## src/rtl/uart_rx_core_param.sv

```systemverilog
// rtl/uart_rx_core_param.sv - parametrised oversampling UART receive core with handshake output
//
// Purpose:
//   Receives asynchronous serial frames (start, DATA_W data bits LSB first,
//   optional parity, one or two stop bits) from a line that is already
//   synchronised to clk. Each bit is oversampled Prescale times. The bit value
//   is a 2-of-3 majority vote around mid-bit. Completed good words are handed
//   to the consumer through a 1-deep valid/ready output register.
//
// Ports:
//   clk         in   1           system clock
//   rst         in   1           asynchronous reset, active low
//   RX_IN       in   1           serial line, idle high
//   Prescale    in   PRESCALE_W  clocks per bit (values below 4 act as 4)
//   PAR_EN      in   1           parity bit present
//   PAR_TYP     in   1           0 = even, 1 = odd parity
//   STP2        in   1           two stop bits
//   P_DATA      out  DATA_W      received word
//   data_valid  out  1           output register holds an undelivered word
//   data_ready  in   1           consumer accepts P_DATA when data_valid is high
//   par_err     out  1           one-cycle pulse, parity mismatch
//   stp_err     out  1           one-cycle pulse, a stop bit was sampled 0
//   overrun     out  1           one-cycle pulse, good word dropped (register full)
//   busy        out  1           receiver is not idle

module uart_rx_core_param #(
    parameter int DATA_W     = 8,
    parameter int PRESCALE_W = 6
) (
    input  logic                  clk,
    input  logic                  rst,
    input  logic                  RX_IN,
    input  logic [PRESCALE_W-1:0] Prescale,
    input  logic                  PAR_EN,
    input  logic                  PAR_TYP,
    input  logic                  STP2,
    output logic [DATA_W-1:0]     P_DATA,
    output logic                  data_valid,
    input  logic                  data_ready,
    output logic                  par_err,
    output logic                  stp_err,
    output logic                  overrun,
    output logic                  busy
);

    localparam int BW = $clog2(DATA_W + 5);
    localparam logic [BW-1:0] LAST_DATA = BW'(DATA_W);

    localparam logic [2:0] ST_IDLE   = 3'd0;
    localparam logic [2:0] ST_START  = 3'd1;
    localparam logic [2:0] ST_DATA   = 3'd2;
    localparam logic [2:0] ST_PARITY = 3'd3;
    localparam logic [2:0] ST_STOP   = 3'd4;

    // Reset asserts immediately but is released only after two clean clock edges.
    logic [1:0] rst_sync;
    logic       rst_n_int;

    always_ff @(posedge clk or negedge rst) begin
        if (!rst) begin
            rst_sync <= 2'b00;
        end else begin
            rst_sync <= {rst_sync[0], 1'b1};
        end
    end

    assign rst_n_int = rst_sync[1];

    logic [2:0]            state;
    logic [PRESCALE_W-1:0] edge_cnt;
    logic [BW-1:0]         bit_cnt;
    logic [DATA_W-1:0]     shift;
    logic [2:0]            smp;
    logic                  perr;
    logic                  serr;
    logic                  stop2;

    // Frame configuration, frozen for the whole frame once the start edge is seen.
    logic [PRESCALE_W-1:0] p_lat;
    logic                  par_en_l;
    logic                  par_typ_l;
    logic                  stp2_l;

    logic [PRESCALE_W-1:0] p_clamp;
    logic [PRESCALE_W-1:0] mid;
    logic [PRESCALE_W-1:0] s0_pt;
    logic [PRESCALE_W-1:0] s2_pt;
    logic [PRESCALE_W-1:0] last_pt;
    logic                  last_edge;
    logic                  s2_eff;
    logic                  maj;
    logic                  serr_n;
    logic                  good;

    assign p_clamp   = (Prescale < PRESCALE_W'(4)) ? PRESCALE_W'(4) : Prescale;
    assign mid       = p_lat >> 1;
    assign s0_pt     = mid - 1'b1;
    assign s2_pt     = mid + 1'b1;
    assign last_pt   = p_lat - 1'b1;
    assign last_edge = (edge_cnt == last_pt);

    // With P=4 the third sample point coincides with the consume point, so the
    // live line value stands in for the not-yet-registered third sample.
    assign s2_eff = (edge_cnt == s2_pt) ? RX_IN : smp[2];
    assign maj    = (smp[0] & smp[1]) | (smp[0] & s2_eff) | (smp[1] & s2_eff);

    assign serr_n = serr | ~maj;
    assign good   = ~perr & ~serr_n;
    assign busy   = (state != ST_IDLE);

    always_ff @(posedge clk or negedge rst_n_int) begin
        if (!rst_n_int) begin
            state      <= ST_IDLE;
            edge_cnt   <= '0;
            bit_cnt    <= '0;
            shift      <= '0;
            smp        <= '0;
            perr       <= 1'b0;
            serr       <= 1'b0;
            stop2      <= 1'b0;
            p_lat      <= PRESCALE_W'(4);
            par_en_l   <= 1'b0;
            par_typ_l  <= 1'b0;
            stp2_l     <= 1'b0;
            P_DATA     <= '0;
            data_valid <= 1'b0;
            par_err    <= 1'b0;
            stp_err    <= 1'b0;
            overrun    <= 1'b0;
        end else begin
            par_err <= 1'b0;
            stp_err <= 1'b0;
            overrun <= 1'b0;

            // Consumer handshake; a good frame ending on this edge overrides it below.
            if (data_valid && data_ready) begin
                data_valid <= 1'b0;
            end

            if (state == ST_IDLE) begin
                edge_cnt <= '0;
                bit_cnt  <= '0;
                if (!RX_IN) begin
                    state     <= ST_START;
                    edge_cnt  <= PRESCALE_W'(1);
                    p_lat     <= p_clamp;
                    par_en_l  <= PAR_EN;
                    par_typ_l <= PAR_TYP;
                    stp2_l    <= STP2;
                    perr      <= 1'b0;
                    serr      <= 1'b0;
                    stop2     <= 1'b0;
                end
            end else begin
                if (last_edge) begin
                    edge_cnt <= '0;
                    bit_cnt  <= bit_cnt + 1'b1;
                end else begin
                    edge_cnt <= edge_cnt + 1'b1;
                end

                if (edge_cnt == s0_pt) begin
                    smp[0] <= RX_IN;
                end
                if (edge_cnt == mid) begin
                    smp[1] <= RX_IN;
                end
                if (edge_cnt == s2_pt) begin
                    smp[2] <= RX_IN;
                end

                if (last_edge) begin
                    case (state)
                        ST_START: begin
                            if (maj) begin
                                // Start bit did not hold low through mid-bit: a glitch.
                                state   <= ST_IDLE;
                                bit_cnt <= '0;
                            end else begin
                                state <= ST_DATA;
                            end
                        end
                        ST_DATA: begin
                            shift <= {maj, shift[DATA_W-1:1]};
                            if (bit_cnt == LAST_DATA) begin
                                state <= par_en_l ? ST_PARITY : ST_STOP;
                            end
                        end
                        ST_PARITY: begin
                            perr  <= maj ^ (^shift) ^ par_typ_l;
                            state <= ST_STOP;
                        end
                        ST_STOP: begin
                            if (stp2_l && !stop2) begin
                                stop2 <= 1'b1;
                                serr  <= serr_n;
                            end else begin
                                state    <= ST_IDLE;
                                edge_cnt <= '0;
                                bit_cnt  <= '0;
                                par_err  <= perr;
                                stp_err  <= serr_n;
                                if (good) begin
                                    if (data_valid && !data_ready) begin
                                        overrun <= 1'b1;
                                    end else begin
                                        P_DATA     <= shift;
                                        data_valid <= 1'b1;
                                    end
                                end
                            end
                        end
                        default: begin
                            state <= ST_IDLE;
                        end
                    endcase
                end
            end
        end
    end

endmodule

```

## config.mk

```make
export PLATFORM = sky130hd
export DESIGN_NAME = uart_rx_core_param
export DESIGN_NICKNAME = d
export VERILOG_FILES = /design/src/rtl/uart_rx_core_param.sv
export SDC_FILE = /design/constraint.sdc
export NUM_CORES = 1
export LEC_CHECK = 0
export CAP_MARGIN = 25
export CORE_MARGIN = 2
export CORE_UTILIZATION = 57
export DETAILED_ROUTE_END_ITERATION = 10
export GPL_ROUTABILITY_DRIVEN = 1
export PLACE_DENSITY = 0.8
export SYNTH_ARGS = -nofsm -noshare
export SYNTH_HDL_FRONTEND = slang
export SYNTH_SLANG_ARGS = --single-unit
```

## constraint.sdc

```tcl
create_clock -name clk -period 1.98 [get_ports clk]
set_input_delay 0.396 -clock clk [delete_from_list [all_inputs] [get_ports clk]]
set_output_delay 0.396 -clock clk [all_outputs]
set_load 0.005 [all_outputs]
```

==> results.md <==
* Netlist cell types at 49
* Crit share post-route at 138%
* Number of CTS-inserted buffers at 5
* Tot GR Track Use at 27.3%
* Final wirelength at 6790 um
* Die height at 73.0 um
* Delay-heaviest family, CP: simple AND/OR/NAND/NOR gates
* RSZ-0062 raised after global routing: yes
* Post-Synthesis Net Count at 286
* Crit path buf inv count at 0
* Slew Viols, Final at 0
* Fin. Hold Viols at 0
* Ant diodes at 0
* Max Cap Violations at 0
* Area Overhead vs Synth at 38.0%
* Row count at 25
* Leak at 1.70 nW
* First-pass GRT wire length at 11000 um
* Gr ovfl total at 0
* Global routing's busiest layer: met2
* FF+latch count, synth at 50
* Clk buf depth at 2
* Commonest non-fill, non-tap cell in the layout: dfrtp_1
* Layout cells sized above 1 at 34.4%
* WHS at 0.241 ns
* # IOs at 26
* Number of nets with antenna violations after routing at 0
* Cells after Synth at 266
* Critical-path maximum fanout at 8
* Wirelength per Cell at 17.4 um
* DP HPWL at 4230 um
* Met1 usage at 37.2%
* H-tree depth at 2
* EDFF count, synth at 0
* Core box area at 0.00466 sq mm
* Peak supply drop at 1.02 mV
* Sequential share of the synthesized area at 46.2%
* Top FF cell, synth: dfrtp_1
* Slew HR at 46.6%
* PwrDens at 1600 mW/mm^2
* Root Driver: clkbuf_8
* Highest-count cells in the layout ignoring fill and taps: dfrtp_1, buf_4, nand2_1
* # nets final at 356
* Placer Congestion at 0.823
* Origin of the worst setup path: p_lat[2]
* Setup slack after layout at -0.754 ns
* CTS clk-pin slew, worst paths at 0.10 ns
* Sum Neg Setup Slack at -19.73 ns
* Reg2reg start: p_lat[2]
* Tightest Pin Transition at 0.800 ns
* Die area at 0.00532 sq mm
* Largest net degree at the start of global routing at 38
* Mapped Area at 0.00271 sq mm
* Syn. warnings at 0
* Post-CTS Hold Fix Bufs at 0
* Failing checks: negative setup slack
* Min Tclk post-route at 2.73 ns
* CP startpoint kind: flip-flop
* Clk_lat worst skew at 0.30 ns
* DRC at 0
* Die width at 73.0 um
* CTS tree: yes
* Port Buf Inserts at 25
* Worst path cell trace: ha_4 -> or4b_4 -> a2111oi_4 -> mux2i_4 -> nand4b_4 -> mux2_4
* Final setup viols at 38
* Initial antenna violation count at 0
* Synthesized area per cell at 10.2 sq um
* Number of global-route vias before repair at 2257
* Met2 Use GR at 44.5%
* DR vias at 2225
* TritonRoute pass-1 iters at 4
* Post-synthesis async set-or-reset flop share at 100%
* Max frequency at 366 MHz
* Outcome: finished with violations
* Starting Density at 58.2%
* Starting DRC count in detailed routing at 169
* CP max-delay cell: dfstp_2
* Via-per-instance ratio at 5.69
* CP max stage delay at 0.62 ns
* Data required, critical path at 2.18 ns
* Worst Setup Path Type: flip-flop to flip-flop
* Worst Setup End Kind: flip-flop
* Final clock skew at 0.0125 ns
* Arrival @ worst endpoint at 2.93 ns
* Clk sinks at 50
* Hold Crit Class: input port to asynchronous set/reset pin
* GR Util met3 at 4.56%
==> layer usage <==
layer | share of wire (%) | routed length, um | vias to the layer above
li1 | - | - | 1037
met1 | 45 | 3050 | 1095
met2 | 47 | 3200 | 73
met3 | 5.4 | 365 | 20
met4 | 2.6 | 179 | 0
met5 | 0 | 0 | -
==> synthesized netlist by cell type (2+ instances only) <==
| cell type | instances | area, sq um |
|---|---|---|
| o21a_1 | 2 | 15.0 |
| mux2_4 | 8 | 120 |
| inv_1 | 13 | 48.8 |
| clkbuf_1 | 9 | 33.8 |
| nand2b_1 | 4 | 25.0 |
| nor2_1 | 24 | 90.1 |
| o21ai_0 | 10 | 50.1 |
| nand3_1 | 10 | 50.1 |
| buf_2 | 2 | 10.0 |
| nand4_1 | 2 | 12.5 |
| a31oi_1 | 6 | 37.5 |
| maj3_1 | 2 | 20.0 |
| mux2_2 | 9 | 101 |
| dfrtp_1 | 49 | 1230 |
| and3b_1 | 2 | 17.5 |
| xor2_1 | 10 | 87.6 |
| xnor2_1 | 22 | 193 |
| ha_1 | 7 | 87.6 |
| o31ai_1 | 2 | 15.0 |
| nand2_1 | 28 | 105 |
| nor3_1 | 7 | 35.0 |
| and3_1 | 2 | 12.5 |
| a21oi_1 | 8 | 40.0 |
| and2_1 | 3 | 18.8 |
==> worst paths after layout <==
kind	end	slack, ns	cells after the start
min in group clk	rst_sync[1]	0.36	0
worst min register to register	state[1]	0.36	0
worst max register to register	P_DATA[3]	-0.75	6
worst max-delay path	P_DATA[3]	-0.75	6
max in group asynchronous	state[0]	0.99	1
worst min-delay path	rst_sync[1]	0.24	1
==> through the flow <==
stage	util [%]	instances	instance area [sq um]	power, mW	setup slack [ns]
floorplan	-	266	2770	3.48	-0.788
global placement	71.1	373	3310	4.37	-0.665
detailed placement	71.1	373	3310	4.48	-0.771
CTS	78.5	389	3660	5.60	-0.726
global route	80.3	391	3740	6.32	-0.839
finish	80.3	391	3740	5.99	-0.754
==> report_power, final <==
| group | internal, mW | leakage (nW) | switching, mW | total (mW) |
|---|---|---|---|---|
| sequential | 1.32 | 0.646 | 0.338 | 1.66 |
| combinational | 1.92 | 1.01 | 1.82 | 3.74 |
| clock | 0.253 | 0.0456 | 0.343 | 0.596 |
==> final cells by class <==
cell class                 instances  area (sq um)
fill                             265           920
timing repair buffer              75           681
clock inverter                     2          13.8
tap                               54          67.6
inverter                          13          51.3
clock buffer                       6          72.6
sequential                        50          1250
multi-input combinational        191          1600
==> worst reg2reg max path, stage by stage (launching register included) <==
cell	delay (ns)
dfstp_2	0.62
ha_4	0.16
or4b_4	0.47
a2111oi_4	0.49
mux2i_4	0.31
nand4b_4	0.26
mux2_4	0.32
==> flip-flops by register name, indices dropped and copies added, names as in the netlist, 2 cells and up <==
name	count
P_DATA	8
shift	8
edge_cnt	6
p_lat	6
bit_cnt	4
smp	3
state	3
rst_sync	2
==> cells by family after synthesis <==
group           count (synthesis)  share of synthesized area (%)
simple gates                   92                           17.1
flops                          50                           46.2
compound gates                 37                           9.28
xor+xnor                       32                           10.3
buf+inv                        25                           3.55
mux                            20                           9.46
fa+ha+maj                       9                           3.97
other cells                     1                          0.138
==> repair_timing <==
item	in CTS	in global routing
resized for setup	48	15
buffers inserted	9	2
pin swaps	13	5
cloned	0	0
endpoints found under the setup margin	39	39
Note: power is estimated with default switching activity, not from simulation.
==> edit 1: new RTL, config.mk and constraints unchanged <==
Put one more register stage on the output `stp_err`, cleared by the reset. The value now appears one clock later. The other outputs are not delayed to match. Comments in the files are not updated.
--- a/src/rtl/uart_rx_core_param.sv
+++ b/src/rtl/uart_rx_core_param.sv
@@ -52,6 +52,8 @@
     localparam logic [2:0] ST_PARITY = 3'd3;
     localparam logic [2:0] ST_STOP   = 3'd4;
 
+    logic stp_err_s0;
+
     // Reset asserts immediately but is released only after two clean clock edges.
     logic [1:0] rst_sync;
     logic       rst_n_int;
@@ -125,11 +127,11 @@
             P_DATA     <= '0;
             data_valid <= 1'b0;
             par_err    <= 1'b0;
-            stp_err    <= 1'b0;
+            stp_err_s0 <= 1'b0;
             overrun    <= 1'b0;
         end else begin
             par_err <= 1'b0;
-            stp_err <= 1'b0;
+            stp_err_s0 <= 1'b0;
             overrun <= 1'b0;
 
             // Consumer handshake; a good frame ending on this edge overrides it below.
@@ -199,7 +201,7 @@
                                 edge_cnt <= '0;
                                 bit_cnt  <= '0;
                                 par_err  <= perr;
-                                stp_err  <= serr_n;
+                                stp_err_s0 <= serr_n;
                                 if (good) begin
                                     if (data_valid && !data_ready) begin
                                         overrun <= 1'b1;
@@ -219,5 +221,13 @@
         end
     end
 
+    always_ff @(posedge clk or negedge rst) begin
+        if (!rst) begin
+            stp_err <= '0;
+        end else begin
+            stp_err <= stp_err_s0;
+        end
+    end
+
 endmodule
 
Function: no difference found for any inputs over 10 cycles, from zero or initial values and one cycle with rst low; that may be too few to reach the edited logic, so the function may still have changed.
==> edit 1 against the original RTL <==
  * The run still ends with setup timing left
  * Clock skew grew 5.2 ps
  * Setup slack improved by 47 ps
  * Synthesized area grew 9.2%
  * Combinational power is 5.6% higher
  * Final area rose by 9.3%
  * Wire length grew 30%
  * Sequential power fell by 7%
  * First-iteration DRC count grew 64%
  * Total power up 3.0%
  * Sequential cell count increased by 1
  * Highest routed layer unchanged
==> edit 1: results (changes against the original RTL) <==
stage;metric;value;unit;change
outcome;status;complete, but fails checks;;unchanged
outcome;violations;setup timing;;unchanged
final_layout;nets;393;;was 356
synth;synth-compound-area-share;0.114;;was 0.0928
final_layout;fill_cells;294;;was 265
sta;clock_skew;17.7;ps;was 12.5 ps
global_routing;grt_max_degree;49;;was 38
sta;post-route-worst-setup-slack;-707;ps;was -754 ps
final_layout;drive_gt1_frac;0.377;;was 0.344
pwr;swShare;0.445;;was 0.417
synth;synth_xor_area_frac;0.0908;;was 0.103
sta;hold_ws;242;ps;was 241 ps
critical_path;reg2reg_to;P_DATA[7]$_DFFE_PN0P_;;was P_DATA[3]$_DFFE_PN0P_
synth;synthDistinctLibCells;57;;was 49
placement;hpwlAfterDp;4940;microns;was 4230 microns
pwr;ir_drop;0.848;mV;was 1.02 mV
detailed_routing;drt-initial-drc-count;277;;was 169
cts;insertion_delay;330;ps;was 300 ps
sta;setup_viol;38;;unchanged
synth;ys_top_cells_by_area;dfrtp_1, mux2_4, xnor2_1, nand2_1, nor2_1;;was dfrtp_1, xnor2_1, mux2_4, nand2_1, mux2_2
placement;gp_congestion;0.855;;was 0.823
sta;fin_setup_tns;-16240;ps;was -19,730 ps
critical_path;r2r.worst_path.cells;10;;was 6
critical_path;crit_arrival;2890;ps;was 2930 ps
placement;dp_cells;423;;was 373
synth;muxShareOfSynthArea;0.0904;;was 0.0946
-- edit 1: logic make-up after synthesis --
logic type	Yosys count
other	1
DFF	51
adders and majority gates	7
muxes	19
xor gates and xnor gates	29
AOI/OAI and AO/OA	43
buffers and inverters	26
and+or+nand+nor	114
-- edit 1: layout make-up --
| cell class | instances | area share |
|---|---|---|
| flip-flops and latches | 51 | 0.313 |
| repair buffers | 91 | 0.193 |
| clock inverters | 2 | 0.00337 |
| clock buffers | 6 | 0.0202 |
| well taps | 70 | 0.0214 |
| inverters | 11 | 0.0107 |
| multi-input cells | 213 | 0.439 |
-- edit 1: how the worst max path moves through the flow --
| stage | startpoint | endpoint | depth (start not counted) |
|---|---|---|---|
| 2_1_floorplan | p_lat[2]$_DFFE_PN1P_ | P_DATA[0]$_DFFE_PN0P_ | 10 |
| 3_3_place_gp | p_lat[1]$_DFFE_PN0P_ | shift[5]$_DFFE_PN0P_ | 9 |
| 3_5_place_dp | p_lat[1]$_DFFE_PN0P_ | P_DATA[1]$_DFFE_PN0P_ | 9 |
| 4_1_cts | p_lat[2]$_DFFE_PN1P_ | P_DATA[4]$_DFFE_PN0P_ | 10 |
| 5_1_grt | p_lat[2]$_DFFE_PN1P_ | P_DATA[1]$_DFFE_PN0P_ | 10 |
| 6_report | p_lat[2]$_DFFE_PN1P_ | P_DATA[7]$_DFFE_PN0P_ | 10 |
-- edit 1: per-layer routing --
layer,share of wire,vias up,GRT usage
met4,0.046,0,0.116
met2,0.49,137,0.513
li1,-,1155,-
met1,0.39,1305,0.406
met3,0.074,35,0.0462
met5,0,-,0
-- edit 1: power by group through the flow --
stage / registers [W] / logic (W) / clock network [W]
finish: 0.00154 / 0.00395 / 0.000681
global route: 0.00156 / 0.00417 / 0.000732
CTS: 0.00152 / 0.00337 / 0.000669
detailed placement: 0.00154 / 0.00304 / 0
global placement: 0.00152 / 0.00295 / 0
floorplan: 0.00145 / 0.00200 / 0
-- edit 1: critical path, cell delays in order, from the launching register on --
cell	delay, ps
dfstp_2	630
inv_4	70
ha_4	220
xor2_2	160
nor3b_2	250
and4_4	290
nand2_2	80
a21oi_4	220
o2111ai_4	160
buf_12	190
mux2_4	300
-- edit 1: stage by stage --
step	cell area [sq um]	util	setup WS, ps
2_1_floorplan	3010	-	-521
3_3_place_gp	3660	0.721	-562
3_5_place_dp	3660	0.721	-628
4_1_cts	3940	0.776	-540
5_1_grt	4090	0.805	-759
6_report	4090	0.805	-707
-- edit 1: timing repair --
item,CTS,global route
resized for setup,26,23
pin swaps,16,7
setup buffers,8,8
endpoints found under the setup margin,39,39
endpoints found under the hold margin,0,0
==> edit 2: new RTL, config.mk and constraints unchanged <==
Without the edit above. Set the parameter `DATA_W` to 4 (it was 8).
--- a/src/rtl/uart_rx_core_param.sv
+++ b/src/rtl/uart_rx_core_param.sv
@@ -24,7 +24,7 @@
 //   busy        out  1           receiver is not idle
 
 module uart_rx_core_param #(
-    parameter int DATA_W     = 8,
+    parameter int DATA_W     = 4,
     parameter int PRESCALE_W = 6
 ) (
     input  logic                  clk,
Interface: changed (resized P_DATA); port bits go from 26 to 22. The function was not compared with the original's and may differ.
==> edit 2 against the original RTL <==
  * The flow still finishes with violations (setup timing)
  * Synthesized area is 9.1% lower
  * Via count up 6.5%
  * Final area decreased by 8.7%
  * Clock skew decreased by 4.1 ps
  * Sequential cell count decreased by 8
  * Wire length rose by 12%
  * Total power is 4.8% lower
  * Setup slack improved by 71 ps
  * Critical endpoint unchanged
  * Largest cell class unchanged
  * Largest power group unchanged
==> edit 2: results (changes against the original RTL) <==
stage;metric;value;unit;change
final_layout;drive_gt1_frac;0.353;;was 0.344
placement;dp_cells;357;;was 373
sta;worst_pin_slew;549;ps;was 800 ps
synth;synthDistinctLibCells;52;;was 49
synth;ys_top_cells_by_area;dfrtp_1, nand2_1, xnor2_1, mux2_2, ha_1;;was dfrtp_1, xnor2_1, mux2_4, nand2_1, mux2_2
cts;cts_resized;27;;was 48
sta;fin_setup_tns;-13920;ps;was -19,730 ps
pwr;powerDensity;1670;mW/mm^2;was 1600 mW/mm^2
outcome;violations;setup timing;;unchanged
sta;setup_viol;30;;was 38
outcome;status;complete, but fails checks;;unchanged
final_layout;fill_cells;196;;was 265
synth;syn_nets;274;;was 286
sta;post-route-worst-setup-slack;-682;ps;was -754 ps
sta;clock_skew;8.40;ps;was 12.5 ps
placement;dpl_cell_area;0.00303;sq mm;was 0.00331 sq mm
synth;synthTopCellsByCount;dfrtp_1, nand2_1, nor2_1;;unchanged
pwr;power.leakage;1.52;nW;was 1.70 nW
critical_path;cp_slowest_cell;or3_1;;was dfstp_2
synth;netlist_instances;254;;was 266
synth;synthAdderAreaFrac;0.0356;;was 0.0397
detailed_routing;drt-pass1-iter-count;5;;was 4
cts;path_clk_slew;80;ps;was 100 ps
global_routing;grt_pass1_vias;2295;;was 2,257
hold_path;holdCritPathClass;flip-flop to asynchronous set/reset pin;;was primary input to asynchronous set/reset pin
==> edit 2: metal layers <==
| layer | track usage | vias up | share of wire |
|---|---|---|---|
| met5 | 0 | - | 0 |
| met4 | 0.107 | 0 | 0.039 |
| met3 | 0.0698 | 39 | 0.076 |
| met2 | 0.499 | 149 | 0.50 |
| met1 | 0.372 | 1146 | 0.39 |
| li1 | - | 1035 | - |
==> edit 2: final cells by class <==
| type | instances | area (sq um) | area share |
|---|---|---|---|
| Multi-Input combinational cell | 193 | 1560 | 0.457 |
| Sequential cell | 42 | 1050 | 0.309 |
| Timing Repair Buffer | 73 | 611 | 0.179 |
| Clock buffer | 6 | 72.6 | 0.0213 |
| Tap cell | 50 | 62.6 | 0.0183 |
| Inverter | 10 | 40.0 | 0.0117 |
| Clock inverter | 2 | 13.8 | 0.00403 |
